## src/rtl/d_cache_dm.sv

```systemverilog
// Direct-mapped, write-back, write-allocate data cache with a miss FSM
// (compare / write-back / fill) and a whole-cache flush walker.
module d_cache_dm #(
    parameter int ADDR_W     = 16,
    parameter int DATA_W     = 16,
    parameter int LINE_WORDS = 4,
    parameter int NUM_SETS   = 16
) (
    input  logic              clk,
    input  logic              n_rst,
    input  logic              req_valid,
    output logic              req_ready,
    input  logic              req_we,
    input  logic [ADDR_W-1:0] req_addr,
    input  logic [DATA_W-1:0] req_wdata,
    output logic              resp_valid,
    output logic [DATA_W-1:0] resp_rdata,
    input  logic              flush_req,
    output logic              flush_done,
    output logic              mem_req,
    output logic              mem_we,
    output logic [ADDR_W-1:0] mem_addr,
    output logic [DATA_W-1:0] mem_wdata,
    input  logic              mem_ack,
    input  logic [DATA_W-1:0] mem_rdata
);

    localparam int OW    = $clog2(LINE_WORDS);
    localparam int IW    = $clog2(NUM_SETS);
    localparam int TW    = ADDR_W - IW - OW;
    localparam int OWC   = (OW > 0) ? OW : 1;
    localparam int IWC   = (IW > 0) ? IW : 1;
    localparam int DEPTH = NUM_SETS * LINE_WORDS;
    localparam int DWC   = (DEPTH > 1) ? $clog2(DEPTH) : 1;

    typedef enum logic [2:0] {IDLE, COMPARE, WRITEBACK, FILL, FLUSH} state_t;

    // Absent fields (OW or IW of 0) collapse to a 1-bit counter masked to 0.
    function automatic logic [OWC-1:0] f_off(input logic [ADDR_W-1:0] a);
        return OWC'(a) & OWC'(LINE_WORDS - 1);
    endfunction

    function automatic logic [IWC-1:0] f_idx(input logic [ADDR_W-1:0] a);
        return IWC'(a >> OW) & IWC'(NUM_SETS - 1);
    endfunction

    function automatic logic [TW-1:0] f_tag(input logic [ADDR_W-1:0] a);
        return TW'(a >> (OW + IW));
    endfunction

    function automatic logic [ADDR_W-1:0] f_maddr(input logic [TW-1:0] tag,
                                                 input logic [IWC-1:0] idx,
                                                 input logic [OWC-1:0] off);
        return (ADDR_W'(tag) << (IW + OW)) | (ADDR_W'(idx) << OW) | ADDR_W'(off);
    endfunction

    function automatic logic [DWC-1:0] f_didx(input logic [IWC-1:0] idx,
                                             input logic [OWC-1:0] off);
        return DWC'(int'(idx) * LINE_WORDS + int'(off));
    endfunction

    state_t              r_state;
    logic [DATA_W-1:0]   r_data [0:DEPTH-1];
    logic [TW-1:0]       r_tag  [0:NUM_SETS-1];
    logic [NUM_SETS-1:0] r_valid;
    logic [NUM_SETS-1:0] r_dirty;
    logic [ADDR_W-1:0]   r_addr;
    logic                r_we;
    logic [DATA_W-1:0]   r_wdata;
    logic [OWC-1:0]      r_word;
    logic [IWC-1:0]      r_set;
    logic                r_mem_req;
    logic                r_mem_we;
    logic [ADDR_W-1:0]   r_mem_addr;
    logic [DATA_W-1:0]   r_mem_wdata;
    logic                r_flush_done;

    logic [IWC-1:0]    w_idx;
    logic [OWC-1:0]    w_off;
    logic [TW-1:0]     w_tag;
    logic [TW-1:0]     w_vtag;
    logic              w_hit;
    logic              w_vdirty;
    logic [DATA_W-1:0] w_rd_word;
    logic              w_ack;
    logic [OWC-1:0]    w_word_nx;
    logic              w_word_last;
    logic [IWC-1:0]    w_set_nx;
    logic              w_set_last;
    logic              w_set_dirty;
    logic              w_set_done;

    assign w_idx       = f_idx(r_addr);
    assign w_off       = f_off(r_addr);
    assign w_tag       = f_tag(r_addr);
    assign w_vtag      = r_tag[w_idx];
    assign w_hit       = r_valid[w_idx] && (w_vtag == w_tag);
    assign w_vdirty    = r_valid[w_idx] && r_dirty[w_idx];
    assign w_rd_word   = r_data[f_didx(w_idx, w_off)];
    assign w_ack       = r_mem_req && mem_ack;
    assign w_word_nx   = (r_word + OWC'(1)) & OWC'(LINE_WORDS - 1);
    assign w_word_last = (r_word == OWC'(LINE_WORDS - 1));
    assign w_set_nx    = (r_set + IWC'(1)) & IWC'(NUM_SETS - 1);
    assign w_set_last  = (r_set == IWC'(NUM_SETS - 1));
    assign w_set_dirty = r_valid[r_set] && r_dirty[r_set];
    assign w_set_done  = r_mem_req ? (w_ack && w_word_last) : !w_set_dirty;

    // The response is decoded from the COMPARE-cycle lookup so a hit answers one cycle after acceptance.
    assign req_ready  = (r_state == IDLE);
    assign resp_valid = (r_state == COMPARE) && w_hit;
    assign resp_rdata = resp_valid ? (r_we ? r_wdata : w_rd_word) : '0;
    assign flush_done = r_flush_done;
    assign mem_req    = r_mem_req;
    assign mem_we     = r_mem_we;
    assign mem_addr   = r_mem_addr;
    assign mem_wdata  = r_mem_wdata;

    always_ff @(posedge clk) begin
        if (!n_rst) begin
            r_state      <= IDLE;
            r_valid      <= '0;
            r_dirty      <= '0;
            r_addr       <= '0;
            r_we         <= 1'b0;
            r_wdata      <= '0;
            r_word       <= '0;
            r_set        <= '0;
            r_mem_req    <= 1'b0;
            r_mem_we     <= 1'b0;
            r_mem_addr   <= '0;
            r_mem_wdata  <= '0;
            r_flush_done <= 1'b0;
        end else begin
            r_flush_done <= 1'b0;
            unique case (r_state)
                IDLE: begin
                    if (flush_req) begin
                        r_set   <= '0;
                        r_state <= FLUSH;
                    end else if (req_valid) begin
                        r_addr  <= req_addr;
                        r_we    <= req_we;
                        r_wdata <= req_wdata;
                        r_state <= COMPARE;
                    end
                end
                COMPARE: begin
                    if (w_hit) begin
                        if (r_we) begin
                            r_data[f_didx(w_idx, w_off)] <= r_wdata;
                            r_dirty[w_idx]               <= 1'b1;
                        end
                        r_state <= IDLE;
                    end else begin
                        r_word    <= '0;
                        r_mem_req <= 1'b1;
                        if (w_vdirty) begin
                            r_mem_we    <= 1'b1;
                            r_mem_addr  <= f_maddr(w_vtag, w_idx, '0);
                            r_mem_wdata <= r_data[f_didx(w_idx, '0)];
                            r_state     <= WRITEBACK;
                        end else begin
                            r_mem_we    <= 1'b0;
                            r_mem_addr  <= f_maddr(w_tag, w_idx, '0);
                            r_state     <= FILL;
                        end
                    end
                end
                WRITEBACK: begin
                    if (w_ack) begin
                        if (w_word_last) begin
                            r_dirty[w_idx] <= 1'b0;
                            r_word         <= '0;
                            r_mem_we       <= 1'b0;
                            r_mem_addr     <= f_maddr(w_tag, w_idx, '0);
                            r_state        <= FILL;
                        end else begin
                            r_word      <= w_word_nx;
                            r_mem_addr  <= f_maddr(w_vtag, w_idx, w_word_nx);
                            r_mem_wdata <= r_data[f_didx(w_idx, w_word_nx)];
                        end
                    end
                end
                FILL: begin
                    if (w_ack) begin
                        r_data[f_didx(w_idx, r_word)] <= mem_rdata;
                        if (w_word_last) begin
                            r_tag[w_idx]   <= w_tag;
                            r_valid[w_idx] <= 1'b1;
                            r_dirty[w_idx] <= 1'b0;
                            r_mem_req      <= 1'b0;
                            r_state        <= COMPARE;
                        end else begin
                            r_word     <= w_word_nx;
                            r_mem_addr <= f_maddr(w_tag, w_idx, w_word_nx);
                        end
                    end
                end
                FLUSH: begin
                    if (r_mem_req) begin
                        if (w_ack && w_word_last) begin
                            r_mem_req      <= 1'b0;
                            r_mem_we       <= 1'b0;
                            r_dirty[r_set] <= 1'b0;
                        end else if (w_ack) begin
                            r_word      <= w_word_nx;
                            r_mem_addr  <= f_maddr(r_tag[r_set], r_set, w_word_nx);
                            r_mem_wdata <= r_data[f_didx(r_set, w_word_nx)];
                        end
                    end else if (w_set_dirty) begin
                        r_word      <= '0;
                        r_mem_req   <= 1'b1;
                        r_mem_we    <= 1'b1;
                        r_mem_addr  <= f_maddr(r_tag[r_set], r_set, '0);
                        r_mem_wdata <= r_data[f_didx(r_set, '0)];
                    end
                    if (w_set_done) begin
                        if (w_set_last) begin
                            r_set        <= '0;
                            r_flush_done <= 1'b1;
                            r_state      <= IDLE;
                        end else begin
                            r_set <= w_set_nx;
                        end
                    end
                end
                default: r_state <= IDLE;
            endcase
        end
    end

endmodule

```

## config.mk

```make
export PLATFORM = sky130hd
export DESIGN_NAME = d_cache_dm
export DESIGN_NICKNAME = d
export VERILOG_FILES = /design/src/rtl/d_cache_dm.sv
export SDC_FILE = /design/constraint.sdc
export NUM_CORES = 2
export LEC_CHECK = 0
export ABC_CLOCK_PERIOD_IN_PS = 11000
export BUFFER_PORTS_ARGS = -buffer_cell sky130_fd_sc_hd__buf_2
export CELL_PAD_IN_SITES_DETAIL_PLACEMENT = 1
export CELL_PAD_IN_SITES_GLOBAL_PLACEMENT = 1
export CORE_UTILIZATION = 45
export CTS_CLUSTER_SIZE = 14
export DETAILED_ROUTE_END_ITERATION = 12
export MAX_ROUTING_LAYER = met4
export PLACE_DENSITY = 0.73
export SYNTH_ARGS = -nofsm -noshare
export SYNTH_HDL_FRONTEND = slang
export SYNTH_SLANG_ARGS = --single-unit
```

## constraint.sdc

```tcl
create_clock -name clk -period 11 [get_ports clk]
set_input_delay 1.65 -clock clk [delete_from_list [all_inputs] [get_ports clk]]
set_output_delay 1.65 -clock clk [all_outputs]
set_load 0.05 [all_outputs]
```

### Word-level counts from Yosys, hierarchy flattened

Memory sizes are Yosys's and may differ from the RTL's. A register that Yosys moved wholly into a read port is not among the register bits.
Cells that the tools add are included.

| storage, ports and cells | value |
|---|---|
| word-level logic and storage cells | 200 |
| memories kept | 2 |
| input port bits | 54 |
| RAM bits | 1184 |
| output and inout port bits | 53 |
| flip-flop bits (word level) | 109 |

| operators by class | value |
|---|---|
| equal/unequal tests | 29 |
| magnitude comparators | 4 |
| reduce and logical (&&, ||, !) cells | 27 |
| muxes and demuxes | 106 |
| add/subtract/negate cells | 6 |
| bitwise logic cells | 13 |

Memories:

| memory | words | width | read ports | clocked after Yosys merged registers in | wr ports | RTL line | text |
|---|---|---|---|---|---|---|---|
| r_data | 64 | 16 | 5 | 2 | 1 | 63 | `logic [DATA_W-1:0] r_data [0:DEPTH-1];` |
| r_tag | 16 | 10 | 2 | 2 | 1 | 64 | `logic [TW-1:0] r_tag [0:NUM_SETS-1];` |

Operator list:

| cell | count |
|---|---|
| $mux 16 | 27 |
| $pmux 16 s3 | 2 |
| $pmux 16 s4 | 1 |
| $or 16x2->16 | 3 |
| $or 16x6->16 | 3 |
| $mux 1 | 35 |
| $and 16x16->16 | 2 |
| $not 16->16 | 2 |
| $or 16x16->16 | 2 |
| $mux 6 | 5 |
| $mux 4 | 7 |
| $ne 2x2->1 const B | 14 |
| $add 6x2->6 | 4 |
| $mux 3 | 8 |
| $mux 2 | 10 |
| $bmux 1 s4 | 4 |
| $reduce_and 8->1 | 2 |
| $reduce_or 16->1 | 1 |
| $pmux 3 s5 | 1 |
| $reduce_and 7->1 | 2 |
| $ne 3x3->1 const B | 4 |
| $reduce_and 3->1 | 4 |
| $eq 10x10->1 | 1 |
| $lt 4x5->1 const B | 2 |
| other kinds (24) | 39 |

### Depth between registers and ports, before layout

| depth | value |
|---|---|
| word-level depth | 9 |
| mapped depth | 17 |
| depth with buffers taken out | 11 |

### Worst setup path after synthesis

OpenSTA, ideal clock, no wires.

| timing | value |
|---|---|
| path kind | register -> output |
| start | register r_addr[2] |
| end | output resp_rdata[11] |
| arrival | 3173 ps |
| path slack | 6177 ps |
| required time | 9350 ps |
| path buffers | 6 |
| stages on the path, launching flop included | 11 |
| cells stage by stage | dfxtp_1 -> buf_2 -> buf_2 -> buf_2 -> clkbuf_1 -> buf_1 -> clkbuf_1 -> o22ai_1 -> o211ai_1 -> o211ai_1 -> a21oi_1 |

| on the way | value |
|---|---|
| word-level cells in the longest chain between the ends | 5 |
| elaborated cells on any way between the ends | 8 |
| those cells by class | add/sub: 1; mux: 4; reduce/logical: 2; memory: 1 |

RTL lines:

| element | RTL line | text |
|---|---|---|
| start: declaration | 67 | `logic [ADDR_W-1:0] r_addr;` |
| start signal: assignment | 141 | `r_addr <= req_addr;` |
| branches (longest 4 deep; another with $mem_v2 64x16) | -- |  |
| $mux 16 (*) | 111 | `assign resp_rdata = resp_valid ? (r_we ? r_wdata : w_rd_word) : '0;` |
| end: declaration | 17 | `output logic [DATA_W-1:0] resp_rdata,` |

Every way passes the cells marked *. The select of a mux whose other input is x is not followed.

### Worst setup path after layout

| timing | value |
|---|---|
| start | register r_addr[3] |
| end | output resp_rdata[3] |

Same word-level chain as after synthesis.

==> impl_metrics.env <==
export IMPL_status="finished, violations left"
export IMPL_violations="max-capacitance violations"
export IMPL_synthCells=3794
export IMPL_ys_seq_area_share_pct=56.6
export IMPL_gp_congestion=0.968
export IMPL_route_antenna_remaining_nets=0
export IMPL_critPathRequiredTime_ns=9.35
export IMPL_slew_viol_final=0
export IMPL_cts_buffer_depth=3
export IMPL_tns_ns=0
export IMPL_synthMuxAreaShare_pct=31.9
export IMPL_path_cells="buf_12 > buf_4 > nand2b_1 > o22ai_1 > nand2_1 > o21ai_0 > a2111oi_1 > buf_4 > a21oi_1 > nor2_1 > buf_2"
export IMPL_antenna_found_initial=17
export IMPL_critPathSlowestCell="a2111oi_1"
export IMPL_fin_crit_ns=8.00
export IMPL_coreArea_um2=148000
export IMPL_cts_htree_levels=4
export IMPL_die_h_um=388
export IMPL_postSynthAreaPerCell_um2=17.6
export IMPL_die_width_um=388
export IMPL_maxCapViolCount=1
export IMPL_dr_pass1_iters=5
export IMPL_fmax_mhz=125
export IMPL_final_cell_mix="1,184 x edfxtp_1, 838 x mux4_2, 182 x mux2i_1"
export IMPL_synth_fp_nets=3853
export IMPL_p_per_area_nw_per_um2=187
export IMPL_reg2reg_setup_slack_ns=4.44
export IMPL_path_buf_inv=4
export IMPL_drive_above_1_share_pct=38.1
export IMPL_p_leak_nw=23.0
export IMPL_power_mw=14.1
export IMPL_min_from="mem_addr[6]$_SDFFE_PN0P_"
export IMPL_final_common_cell="edfxtp_1"
export IMPL_die_area_um2=150000
export IMPL_drt_iter0_drc=8269
export IMPL_skew_ns=0.0580
export IMPL_yosysWarnings=0
export IMPL_synthXorXnorAreaFrac_pct=0.170
export IMPL_finalHoldViolations=0
export IMPL_crit_type="register to output pin"
export IMPL_path_delay_family="buffers and inverters"
export IMPL_synth_compound_area_share_pct=5.11
export IMPL_io_buffers=106
export IMPL_drc=0
export IMPL_wl_per_cell_um=48.7
export IMPL_postCtsSetupBuffers=0
export IMPL_pin_count=107
export IMPL_start_util_pct=45.3
export IMPL_min_to="mem_addr[6]$_SDFFE_PN0P_"
export IMPL_synth_top_family_by_area="multiplexers"
export IMPL_synth_async_reset_ratio_pct=0
export IMPL_grt_ovfl_total=0
export IMPL_grt_pass1_wl_um=393000
export IMPL_grt_max_degree=123
export IMPL_slowest_delay_ns=1.31
export IMPL_worstPathMaxFanout=77
export IMPL_hold_path_class="register to register"
export IMPL_ys_seq_elements=1299
export IMPL_track_usage_pct=39.6
export IMPL_drt_wl_total_um=290000
export IMPL_setup_viol=0
export IMPL_cts_made_buffers=144
export IMPL_clk_pin_slew_ns=0.06
export IMPL_yosys_area_share_simple_pct=3.81
export IMPL_whs_path_depth=2
export IMPL_arrival_ns=6.35
export IMPL_slew_headroom_pct=1.06
export IMPL_start_kind="register"
export IMPL_crit_top_cell="buf_4"
export IMPL_vias=47500
export IMPL_r2r_end="r_data[47][2]$_DFFE_PP_"
export IMPL_synth_cell_types=88
export IMPL_rsz0062_at_grt="no"
export IMPL_synth_fa_ha_area_share_pct=0.0935
export IMPL_fin_nets=3950
export IMPL_finalCritPeriodShare_pct=72.7
export IMPL_r2r_cells=13
export IMPL_worst_pin_slew_ns=1.48
export IMPL_hpwl_um=181000
export IMPL_routed_via_density=7.98
export IMPL_row_count=141
export IMPL_synth_main_ff_cell="edfxtp_1"
export IMPL_cts_root_buffer="clkbuf_16"
export IMPL_clock_sink_count=1299
export IMPL_area_growth_syn_to_layout_pct=12.6
export IMPL_clk_latency_ns=0.85
export IMPL_grt_pass1_vias=46400
export IMPL_synth_edf_count=1184
export IMPL_cts_tree="yes"
export IMPL_endpoint_kind="output pin"
export IMPL_max_vdd_ir_drop_v=0.000169
export IMPL_syn_area_um2=66900
export IMPL_cts_hold_buf=0
export IMPL_cts_resized=0
worst max-delay path by stage:
stage | cells after the start | slack, ns | end | from
after floorplan | 10 | 6.18 | resp_rdata[11] | r_addr[2]$_SDFFE_PN0P_
after global placement | 11 | 4.16 | resp_rdata[3] | r_addr[3]$_SDFFE_PN0P_
after detailed placement | 11 | 4.05 | resp_rdata[3] | r_addr[3]$_SDFFE_PN0P_
after CTS | 11 | 3.19 | resp_rdata[3] | r_addr[3]$_SDFFE_PN0P_
after global routing | 11 | 3.18 | resp_rdata[3] | r_addr[3]$_SDFFE_PN0P_
final | 11 | 3.00 | resp_rdata[3] | r_addr[3]$_SDFFE_PN0P_
worst reg2reg max path, delay by kind of cell, from the launching register on:
kind                   cells  cell delay [ns]
and+or+nand+nor            6             2.27
muxes                      1             0.61
AOI/OAI and AO/OA          3             0.52
DFF                        1             0.88
buffers and inverters      3             1.88
synthesized netlist by cell type (6+ instances only):
master | n | area, um^2
nand2b_1 | 16 | 100
edfxtp_1 | 1184 | 35600
a311oi_1 | 15 | 131
nor3_1 | 30 | 150
nor2_1 | 195 | 732
a2111oi_0 | 7 | 61.3
a31oi_1 | 11 | 68.8
buf_4 | 6 | 45.0
a22o_1 | 8 | 70.1
buf_2 | 103 | 515
a211oi_1 | 28 | 210
xnor2_1 | 8 | 70.1
o22ai_1 | 98 | 613
a32oi_1 | 12 | 105
mux2_2 | 59 | 664
o211a_1 | 7 | 70.1
buf_1 | 55 | 206
and3_1 | 11 | 68.8
a21oi_1 | 122 | 611
o31a_1 | 7 | 61.3
clkbuf_1 | 164 | 616
o211ai_1 | 18 | 135
mux2i_1 | 182 | 1820
nand4_1 | 7 | 43.8
and4_1 | 6 | 52.6
dfxtp_1 | 115 | 2300
nand2_1 | 175 | 657
or2_2 | 7 | 43.8
nor2b_1 | 18 | 113
a22oi_1 | 23 | 173
o221ai_1 | 10 | 87.6
a221oi_1 | 15 | 131
nand3b_1 | 6 | 45.0
nand3_1 | 29 | 145
a21o_1 | 19 | 143
inv_1 | 9 | 33.8
mux4_2 | 838 | 18900
o21ai_0 | 43 | 215
nor4_1 | 16 | 100
per-stage QoR:
stage               hold slack, ns  cells  cell area, um^2  setup slack [ns]  utilization, %
finish                       0.461   5956            75400              3.00            51.0
global placement             0.445   5674            70400              4.16            47.7
floorplan                    0.436   3794            66900              6.18               -
CTS                          0.461   5932            75300              3.19            51.0
detailed placement           0.454   5674            70400              4.05            47.7
global route                 0.496   5951            75400              3.18            51.0
per-layer routing:
| layer | up-vias | share of wire (%) | track usage, % |
|---|---|---|---|
| met4 | 0 | 8.1 | 26.1 |
| met3 | 1231 | 16 | 15.2 |
| met1 | 24700 | 32 | 48.0 |
| li1 | 16500 | - | - |
| met5 | - | 0 | - |
| met2 | 5066 | 43 | 55.1 |
report_power, final:
part	internal, mW	switching [mW]	total [mW]	leakage [nW]
Combinational	1.19	2.06	3.24	8.72
Sequential	5.56	0.195	5.75	11.9
Clock	2.88	2.21	5.09	2.37
cell type report:
cell class | instances | area [um^2]
multi-input combinational | 2145 | 28100
clock buffer | 176 | 3810
tap | 1930 | 2410
antenna | 23 | 57.6
inverter | 14 | 57.6
clock inverter | 82 | 1050
sequential | 1299 | 37900
fill | 13400 | 72300
timing repair buffer | 287 | 1950
state kept, by name, indices dropped and copies added, names as in the netlist, named ones only:
register / cells
r_word: 1
r_addr: 16
mem_wdata: 16
mem_addr: 15
mem_req: 1
r_dirty: 16
r_we: 1
flush_done: 1
mem_we: 1
r_state: 3
r_tag: 160
r_set: 4
r_valid: 16
r_wdata: 16
r_data: 1024
cells by family after synthesis:
logic type               after synthesis
flip-flops                          1299
adder cells (fa/ha/maj)                5
AO/OA/AOI/OAI                        495
XOR/XNOR                              13
AND/OR/NAND/NOR                      552
buffers and inverters                350
multiplexers                        1080
Note: power is estimated with default switching activity, not from simulation.
